### config.mk
export PLATFORM = sky130hd
export DESIGN_NAME = fifo_uart_tx_flat
export DESIGN_NICKNAME = d
export VERILOG_FILES = /design/src/rtl/fifo_uart_tx_if.sv /design/src/rtl/fifo_uart_tx.sv /design/src/flat_wrapper.sv
export SDC_FILE = /design/constraint.sdc
export NUM_CORES = 1
export LEC_CHECK = 0
export ABC_CLOCK_PERIOD_IN_PS = 2800
export CAP_MARGIN = 15
export CORE_ASPECT_RATIO = 1.1
export CORE_MARGIN = 8
export CORE_UTILIZATION = 35
export DETAILED_ROUTE_END_ITERATION = 10
export PLACE_DENSITY = 0.49
export SLEW_MARGIN = 10
export SYNTH_ARGS = -nofsm -noshare
export SYNTH_HDL_FRONTEND = slang
export SYNTH_SLANG_ARGS = --single-unit
### constraint.sdc
create_clock -name clk -period 2.8 [get_ports clk]
set_input_delay 0.7 -clock clk [delete_from_list [all_inputs] [get_ports clk]]
set_output_delay 0.7 -clock clk [all_outputs]
set_load 0.02 [all_outputs]
### src/rtl/fifo_uart_tx_if.sv
// FIFO read port plus serial-side status, bundled between the byte FIFO and
// the UART transmitter. master = transmitter side, slave = FIFO/pin side.
interface fifo_uart_tx_if;
  logic       fifo_empty;
  logic [7:0] fifo_data;
  logic       fifo_rd_en;
  logic       tx_enable;
  logic       tx;
  logic       busy;
  logic       frame_done;

  modport master (
    input  fifo_empty, fifo_data, tx_enable,
    output fifo_rd_en, tx, busy, frame_done
  );

  modport slave (
    output fifo_empty, fifo_data, tx_enable,
    input  fifo_rd_en, tx, busy, frame_done
  );
endinterface

### src/rtl/fifo_uart_tx.sv
// Pops bytes from the byte FIFO and serializes each as a UART frame:
// start, 8 data bits LSB-first, optional even parity, 1 or 2 stop bits.
module fifo_uart_tx #(
  parameter int CLKS_PER_BIT = 16,
  parameter int PARITY_EN    = 0,
  parameter int STOP_BITS    = 1
) (
  input  logic           clk,
  input  logic           rst,
  fifo_uart_tx_if.master bus
);

  localparam logic [2:0] S_IDLE   = 3'd0;
  localparam logic [2:0] S_POP    = 3'd1;
  localparam logic [2:0] S_LATCH  = 3'd2;
  localparam logic [2:0] S_START  = 3'd3;
  localparam logic [2:0] S_DATA   = 3'd4;
  localparam logic [2:0] S_PARITY = 3'd5;
  localparam logic [2:0] S_STOP   = 3'd6;

  localparam logic [15:0] RELOAD        = 16'(CLKS_PER_BIT - 1);
  localparam logic        LAST_STOP_IDX = 1'(STOP_BITS - 1);

  logic [2:0]  r_state;
  logic [15:0] r_cnt;
  logic [2:0]  r_bit_idx;
  logic        r_stop_idx;
  logic [7:0]  r_shift;
  logic        r_parity;
  logic        r_tx;

  logic w_bit_end;
  logic w_last_stop;

  assign w_bit_end   = (r_cnt == 16'd0);
  assign w_last_stop = (r_stop_idx == LAST_STOP_IDX);

  always_ff @(posedge clk) begin
    if (!rst) begin
      r_state    <= S_IDLE;
      r_cnt      <= 16'd0;
      r_bit_idx  <= 3'd0;
      r_stop_idx <= 1'b0;
      r_shift    <= 8'd0;
      r_parity   <= 1'b0;
      r_tx       <= 1'b1;
    end else begin
      case (r_state)
        S_IDLE: begin
          r_tx <= 1'b1;
          if (bus.tx_enable && !bus.fifo_empty) begin
            r_state <= S_POP;
          end
        end

        S_POP: begin
          r_state <= S_LATCH;
        end

        // FIFO data is valid the cycle after the pop; capture it and drop tx.
        S_LATCH: begin
          r_shift   <= bus.fifo_data;
          r_parity  <= ^bus.fifo_data;
          r_tx      <= 1'b0;
          r_cnt     <= RELOAD;
          r_bit_idx <= 3'd0;
          r_state   <= S_START;
        end

        S_START: begin
          if (w_bit_end) begin
            r_cnt     <= RELOAD;
            r_bit_idx <= 3'd0;
            r_tx      <= r_shift[0];
            r_state   <= S_DATA;
          end else begin
            r_cnt <= r_cnt - 16'd1;
          end
        end

        S_DATA: begin
          if (w_bit_end) begin
            r_cnt <= RELOAD;
            if (r_bit_idx == 3'd7) begin
              if (PARITY_EN != 0) begin
                r_tx    <= r_parity;
                r_state <= S_PARITY;
              end else begin
                r_tx       <= 1'b1;
                r_stop_idx <= 1'b0;
                r_state    <= S_STOP;
              end
            end else begin
              // Drive the next bit directly so tx stays a pure register.
              r_bit_idx <= r_bit_idx + 3'd1;
              r_shift   <= {1'b0, r_shift[7:1]};
              r_tx      <= r_shift[1];
            end
          end else begin
            r_cnt <= r_cnt - 16'd1;
          end
        end

        S_PARITY: begin
          if (w_bit_end) begin
            r_cnt      <= RELOAD;
            r_tx       <= 1'b1;
            r_stop_idx <= 1'b0;
            r_state    <= S_STOP;
          end else begin
            r_cnt <= r_cnt - 16'd1;
          end
        end

        S_STOP: begin
          r_tx <= 1'b1;
          if (w_bit_end) begin
            if (w_last_stop) begin
              r_state <= S_IDLE;
            end else begin
              r_cnt      <= RELOAD;
              r_stop_idx <= 1'b1;
            end
          end else begin
            r_cnt <= r_cnt - 16'd1;
          end
        end

        default: begin
          r_state <= S_IDLE;
          r_tx    <= 1'b1;
        end
      endcase
    end
  end

  // Status outputs are pure decodes of registered state.
  assign bus.tx         = r_tx;
  assign bus.fifo_rd_en = (r_state == S_POP);
  assign bus.busy       = (r_state != S_IDLE);
  assign bus.frame_done = (r_state == S_STOP) && w_bit_end && w_last_stop;

endmodule

### src/flat_wrapper.sv
// flat-port wrapper written by rule: the top's interface ports become plain ports
module fifo_uart_tx_flat 
#(
  parameter int CLKS_PER_BIT = 16,
  parameter int PARITY_EN    = 0,
  parameter int STOP_BITS    = 1
)
  (clk, rst, bus_fifo_empty, bus_fifo_data, bus_tx_enable, bus_fifo_rd_en, bus_tx, bus_busy, bus_frame_done);
  fifo_uart_tx_if bus_i ();
  input  logic clk;
  input  logic rst;
  input wire logic [$bits(bus_i.fifo_empty)-1:0] bus_fifo_empty;
  input wire logic [$bits(bus_i.fifo_data)-1:0] bus_fifo_data;
  input wire logic [$bits(bus_i.tx_enable)-1:0] bus_tx_enable;
  output wire logic [$bits(bus_i.fifo_rd_en)-1:0] bus_fifo_rd_en;
  output wire logic [$bits(bus_i.tx)-1:0] bus_tx;
  output wire logic [$bits(bus_i.busy)-1:0] bus_busy;
  output wire logic [$bits(bus_i.frame_done)-1:0] bus_frame_done;
  assign bus_i.fifo_empty = bus_fifo_empty;
  assign bus_i.fifo_data = bus_fifo_data;
  assign bus_i.tx_enable = bus_tx_enable;
  assign bus_fifo_rd_en = bus_i.fifo_rd_en;
  assign bus_tx = bus_i.tx;
  assign bus_busy = bus_i.busy;
  assign bus_frame_done = bus_i.frame_done;
  fifo_uart_tx #(.CLKS_PER_BIT(CLKS_PER_BIT), .PARITY_EN(PARITY_EN), .STOP_BITS(STOP_BITS)) u_core (.clk(clk), .rst(rst), .bus(bus_i));
endmodule
==> impl_metrics.tcl, run 1 <==
set metrics [dict create \
    outcome "completed" \
    wire_per_inst_um 15.2 \
    worstPathCellList "or4_1, nor4_4, nand2_1, nor2_1, clkbuf_2" \
    place_congestion 0.828 \
    yosysTopAreaCell "dfxtp_1" \
    worst_pin_slew_ps 521 \
    synthCells 211 \
    grt_pass1_vias 1668 \
    antenna_found_initial 0 \
    synth_top_area_share_pct 34.4 \
    p_sw_mw 1.41 \
    hp-start "u_core.r_bit_idx[2]$_SDFFE_PN0P_" \
    synth.cell_area_um2 1800 \
    syn_to_final_growth_pct 22.9 \
    setup_viol 0 \
    ant_nets 0 \
    synth_common_cells "dfxtp_1 (31), nor2_1 (20), clkbuf_1 (12)" \
    seqPwrFrac_pct 24.2 \
    critPathCaptureType "output port" \
    hold_viol 0 \
    holdCritPathClass "register to register" \
    cap_violations 0 \
    wl_um 4510 \
    powerDensity_nw_per_um2 1430 \
    first_pass_iters 4 \
    pre_cts_ws_ps -2.47 \
    yosysSeqAreaShare_pct 34.4 \
    max_freq_mhz 386 \
    power.share.switching_pct 44.4 \
    antenna_cells 0 \
    cts_buffers 5 \
    synthFlopType "dfxtp_1" \
    ir_worst_vdd_mv 0.390 \
    die_area_um2 7700 \
    cp.arrival_ps 1890 \
    core_um2 5000 \
    drive_gt1_share_pct 18.1 \
    path_delay_family "simple AND/OR/NAND/NOR gates" \
    max_stage_delay_ps 610 \
    final_cells 296 \
    reg2reg_setup_slack_ps 250 \
    cts_hold_buf 0 \
    path_buf_inv 1 \
    cts_buffer_depth 2 \
    ys_types 45 \
    placement.io_buffers 15 \
    grt_max_degree 18 \
    startpoint_type "register" \
    htree_levels 2 \
    ys_ff_latch 31 \
    clock_latency_ps 280 \
    grt_setup_unrepaired "false" \
    cp_max_fo 2 \
    numClockSinks 31 \
    grt_pass1_wl_um 7750 \
    synth-edff-count 0 \
    min_to "u_core.r_bit_idx[2]$_SDFFE_PN0P_" \
    hpwlAfterDp_um 3390 \
    fin_crit_sh_pct 92.6 \
    synthTopCellsByArea "dfxtp_1 (34%), o221a_2 (5.0%), xor2_1 (4.9%), nor2_1 (4.2%), ha_1 (3.5%)" \
    io-pin-count 16 \
    skew_ps 11.7 \
    die_w_um 84.4 \
    worst_path_max_delay_cell "or4_1" \
    track_usage_pct 12.2 \
    drtIter0Drc 118 \
    cts_root_buffer "clkbuf_8" \
    p_int_mw 1.76 \
    worst_slack_ps 208 \
    vias 1652 \
    overflow 0 \
    max-slew-margin-rel_pct 65.3 \
    reg2reg_depth 9 \
    yosysMostFrequentCell "dfxtp_1" \
    clk_pin_slew_ps 70 \
    dp.cells 289 \
    start_util_pct 36.0 \
    fp-row-count 27 \
    timing.final.crit_period_ps 2590 \
    clkPwrFrac_pct 13.5 \
    drv_slew 0 \
    path_class "register to output port" \
    drc 0 \
    worst_r2r_endpoint "u_core.r_cnt[4]$_SDFFE_PN0P_" \
    avgViaCountPerCell 5.58 \
    whs_path_depth 2 \
    finalNetCount 255 \
    worstPathRequired_ps 2100 \
    p_comb_share_pct 62.3 \
    synthesis.nets 228 \
    yosys_warnings 0 \
    async_flop_share_pct 0 \
    power.leakage_nw 0.902 \
    reg2reg_from "u_core.r_cnt[1]$_SDFFE_PN0P_" \
    avgSynthCellArea_um2 8.54 \
    postCtsSetupBuffers 0 \
    cts_tree "built" \
    fp.dieH_um 91.3 \
]
==> per-stage QoR <==
stage / hold WS [ps] / utilization [%] / TNS (ps) / power, mW / cell area [um^2]
after floorplan: 458 / - / 0 / 2.08 / 1800
after global placement: 470 / 42.0 / 0 / 2.64 / 2100
after detailed placement: 482 / 42.0 / -2.47 / 2.67 / 2100
after CTS: 495 / 44.2 / 0 / 3.13 / 2210
after global routing: 528 / 44.3 / 0 / 3.44 / 2210
final: 490 / 44.3 / 0 / 3.17 / 2210
==> cells by family (layout without fill, tap and decap cells) <==
kind of cell	after synthesis	count (layout)	synth area share [%]
AO/OA/AOI/OAI	61	61	26.4
XOR/XNOR	10	10	4.86
adder cells (fa/ha/maj)	5	5	3.47
buffers and inverters	21	48	5.28
flip-flops	31	31	34.4
AND/OR/NAND/NOR	83	83	25.6
==> registers in the layout, indices dropped and copies added, names as in the netlist <==
register          count
u_core.bus.tx         1
u_core.r_bit_idx      3
u_core.r_cnt         16
u_core.r_shift        8
u_core.r_state        3
==> power by group through the flow <==
stage,sequential (mW),combinational (mW),clock (mW)
after floorplan,0.741,1.34,0
after global placement,0.757,1.88,0
after global routing,0.790,2.19,0.456
after detailed placement,0.772,1.90,0
after CTS,0.765,1.93,0.438
final,0.766,1.97,0.427
==> layout by cell type, fill, tap and decap left out, types with 7 or more instances in the layout <==
master / netlist / final
dfxtp_1: 31 / 31
nand2_1: 10 / 10
nor3_1: 7 / 7
a211o_1: 7 / 7
buf_4: 0 / 20
clkdlybuf4s50_1: 0 / 14
o221a_2: 8 / 8
nor2_1: 20 / 20
xor2_1: 10 / 10
nor2b_1: 9 / 9
a21oi_1: 9 / 9
==> worst register-to-register path, stage by stage, from the launching register on <==
cell and delay [ps]:
dfxtp_1 330, inv_1 60, ha_1 150, or4b_1 460
buf_4 180, or4_4 620, a211oi_2 260, nand3b_1 130
buf_4 180, a21oi_1 60
==> how the worst max path moves through the flow <==
| stage | from | cells past startpoint | end |
|---|---|---|---|
| finish | u_core.r_cnt[5]$_SDFFE_PN0P_ | 5 | bus_frame_done |
| floorplan | u_core.r_cnt[5]$_SDFFE_PN0P_ | 5 | bus_frame_done |
| CTS | u_core.r_cnt[5]$_SDFFE_PN0P_ | 5 | bus_frame_done |
| global placement | u_core.r_cnt[5]$_SDFFE_PN0P_ | 5 | bus_frame_done |
| global route | u_core.r_cnt[5]$_SDFFE_PN0P_ | 5 | bus_frame_done |
| detailed placement | u_core.r_cnt[5]$_SDFFE_PN0P_ | 5 | bus_frame_done |
==> routing by layer <==
layer  track usage [%]  share of wire [%]
met2              22.6                 52
met4              3.86                1.2
met1              12.9                 43
met5                 0                  0
met3              3.33                3.2
==> cell type report <==
class | instances | area (um^2)
Sequential cell | 31 | 621
Inverter | 6 | 22.5
Tap cell | 58 | 72.6
Clock inverter | 1 | 30.0
Multi-Input combinational cell | 159 | 1100
Timing Repair Buffer | 35 | 295
Fill cell | 494 | 2790
Clock buffer | 6 | 72.6
==> repair_timing <==
| action | 4_1_cts | 5_1_grt |
|---|---|---|
| endpoints found under the setup margin | 1 | 1 |
| gates resized for setup | 2 | 3 |
| pin swaps | 0 | 0 |
(Power assumes the default switching activity.)
==> inputs of run 2 (changes only) <==
--- a/config.mk
+++ b/config.mk
@@ -7,11 +7,14 @@
 export LEC_CHECK = 0
 export ABC_CLOCK_PERIOD_IN_PS = 2800
 export CAP_MARGIN = 15
+export CELL_PAD_IN_SITES_DETAIL_PLACEMENT = 1
+export CELL_PAD_IN_SITES_GLOBAL_PLACEMENT = 1
 export CORE_ASPECT_RATIO = 1.1
 export CORE_MARGIN = 8
 export CORE_UTILIZATION = 35
 export DETAILED_ROUTE_END_ITERATION = 10
-export PLACE_DENSITY = 0.49
+export PLACE_DENSITY = 0.62
+export SKIP_LAST_GASP = 1
 export SLEW_MARGIN = 10
 export SYNTH_ARGS = -nofsm -noshare
 export SYNTH_HDL_FRONTEND = slang
==> impl_metrics.tcl, run 2 (same netlist as run 1, synthesis figures left out) <==
set metrics [dict create \
    outcome "completed" \
    fp-row-count 27 \
    clock_latency_ps 280 \
    cpMostUsedCell "buf_4" \
    cts_buffers 5 \
    skew_ps 5.47 \
    cp_max_fo 11 \
    grt_util_met1_pct 14.7 \
    powerDensity_nw_per_um2 1440 \
    wire_per_inst_um 17.3 \
    ir_worst_vdd_mv 0.437 \
    core_um2 5000 \
    htree_levels 2 \
    grt_setup_unrepaired "false" \
    finalNetCount 255 \
    grt_pass1_wl_um 8900 \
    io-pin-count 16 \
    postCtsSetupBuffers 0 \
    critPathCaptureType "register" \
    final_cell_mix "dfxtp_1 (31), nor2_1 (20), buf_4 (20)" \
    worstPathCellList "inv_1, ha_1, or4b_1, buf_4, or4_4, a211oi_2, nand3b_1, buf_4, nor2_1" \
    track_usage_pct 14.1 \
    final_common_cell "dfxtp_1" \
    antenna_cells 0 \
    die_w_um 84.4 \
    placement.io_buffers 15 \
    cts_root_buffer "clkbuf_8" \
    startpoint_type "register" \
    hp-start "u_core.r_shift[7]$_SDFFE_PN0P_" \
    path_delay_family "simple AND/OR/NAND/NOR gates" \
    syn_to_final_growth_pct 21.9 \
    p_comb_share_pct 64.1 \
    grt_util_met2_pct 26.6 \
    final_core_util_pct 43.9 \
    first_pass_iters 4 \
    seqPwrFrac_pct 24.7 \
    grt_pass1_vias 1860 \
    cap_violations 0 \
    worst_path_max_delay_cell "or4_4" \
    hold_viol 0 \
    multi_input_area_um2 1100 \
    clk_pin_slew_ps 70 \
    numClockSinks 31 \
    largest_register_ff_count 16 \
    clkPwrFrac_pct 11.2 \
    fp.dieH_um 91.3 \
    wl_um 5120 \
    worstPathRequired_ps 2960 \
    drv_slew 0 \
    path_buf_inv 3 \
    max-slew-margin-rel_pct 61.9 \
    antenna_found_initial 0 \
    worstSetupStartpoint "u_core.r_cnt[1]$_SDFFE_PN0P_" \
    reg2reg_from "u_core.r_cnt[1]$_SDFFE_PN0P_" \
    avgViaCountPerCell 5.69 \
    reg2reg_setup_slack_ps 140 \
    seq_area_um2 621 \
    ant_nets 0 \
    overflow 0 \
    die_area_um2 7700 \
    drive_gt1_share_pct 18.9 \
    largest_register "u_core.r_cnt" \
    finalSetupTns_ps 0 \
    setup_viol 0 \
    drc 0 \
    max_stage_delay_ps 630 \
    max_freq_mhz 377 \
    cts_buffer_depth 2 \
    power.share.switching_pct 45.7 \
    cts_tree "built" \
    gr-usage-met3_pct 3.33 \
    vias 1684 \
    start_util_pct 36.0 \
    grt_max_degree 18 \
    holdCritPathClass "register to register" \
    cp.arrival_ps 2820 \
    place_congestion 0.805 \
    hpwlAfterDp_um 3910 \
    p_int_mw 1.72 \
    top_regs "u_core.r_cnt x16, u_core.r_shift x8" \
    path_class "register to register" \
    timing.final.crit_period_ps 2660 \
    worst_pin_slew_ps 569 \
    nFillCells 600 \
    top_usage_layer "met2" \
    drtIter0Drc 36 \
    power.leakage_nw 0.894 \
    p_sw_mw 1.44 \
    fin_crit_sh_pct 94.8 \
]
[run 2: cell types whose count changed in the layout (fill, tap and decap cells not counted), sizes merged]
cell | before | now
bufinv | 1 | 0
clkinv | 0 | 1
[run 2: worst paths after layout]
check,to,cells past startpoint
setup / recovery,u_core.r_cnt[6]$_SDFFE_PN0P_,9
setup reg to reg,u_core.r_cnt[6]$_SDFFE_PN0P_,9
hold / removal,u_core.r_shift[7]$_SDFFE_PN0P_,2
hold reg to reg,u_core.r_shift[7]$_SDFFE_PN0P_,2
[run 2: worst reg2reg max path: cells and delay by family, from the launching register on]
family	cells	cell delay, ps
simple gates	4	1330
buf+inv	3	460
flops	1	330
compound gates	1	260
fa+ha+maj	1	160
[run 2: metal layers]
layer | share of wire (%) | wire, um
met5 | 0 | 0
met4 | 1.2 | 61
met3 | 2.6 | 132
met2 | 54 | 2740
met1 | 43 | 2190
[run 2: power by group through the flow]
stage	registers, mW	clock network, mW	logic, mW
final	0.779	0.355	2.03
after global routing	0.805	0.396	2.25
after CTS	0.778	0.369	2.02
after detailed placement	0.787	0	1.99
after global placement	0.771	0	1.91
after floorplan	0.741	0	1.34
[run 2: cell type report]
type | count | share of cell area, %
clock buffers | 6 | 3.76
clock inverters | 1 | 0.228
inverters | 6 | 1.03
multi-input cells | 159 | 50.0
flip-flops and latches | 31 | 28.2
well taps | 58 | 3.30
repair buffers | 35 | 13.4
[run 2: per-stage QoR]
stage | area (um^2) | worst slack, ps | total power [mW] | hold slack, ps | std cells
finish | 2200 | 144 | 3.16 | 491 | 296
global route | 2200 | 2.62 | 3.45 | 536 | 296
CTS | 2190 | 48.8 | 3.17 | 494 | 296
detailed placement | 2100 | 12.0 | 2.78 | 484 | 289
global placement | 2100 | -15.1 | 2.68 | 469 | 289
floorplan | 1800 | 336 | 2.08 | 458 | 211
[run 2: timing repair]
item                                    CTS  global route
resized for setup                         2             3
hold buffers                              0             0
endpoints found under the setup margin    1            18
pin swaps                                 0             0
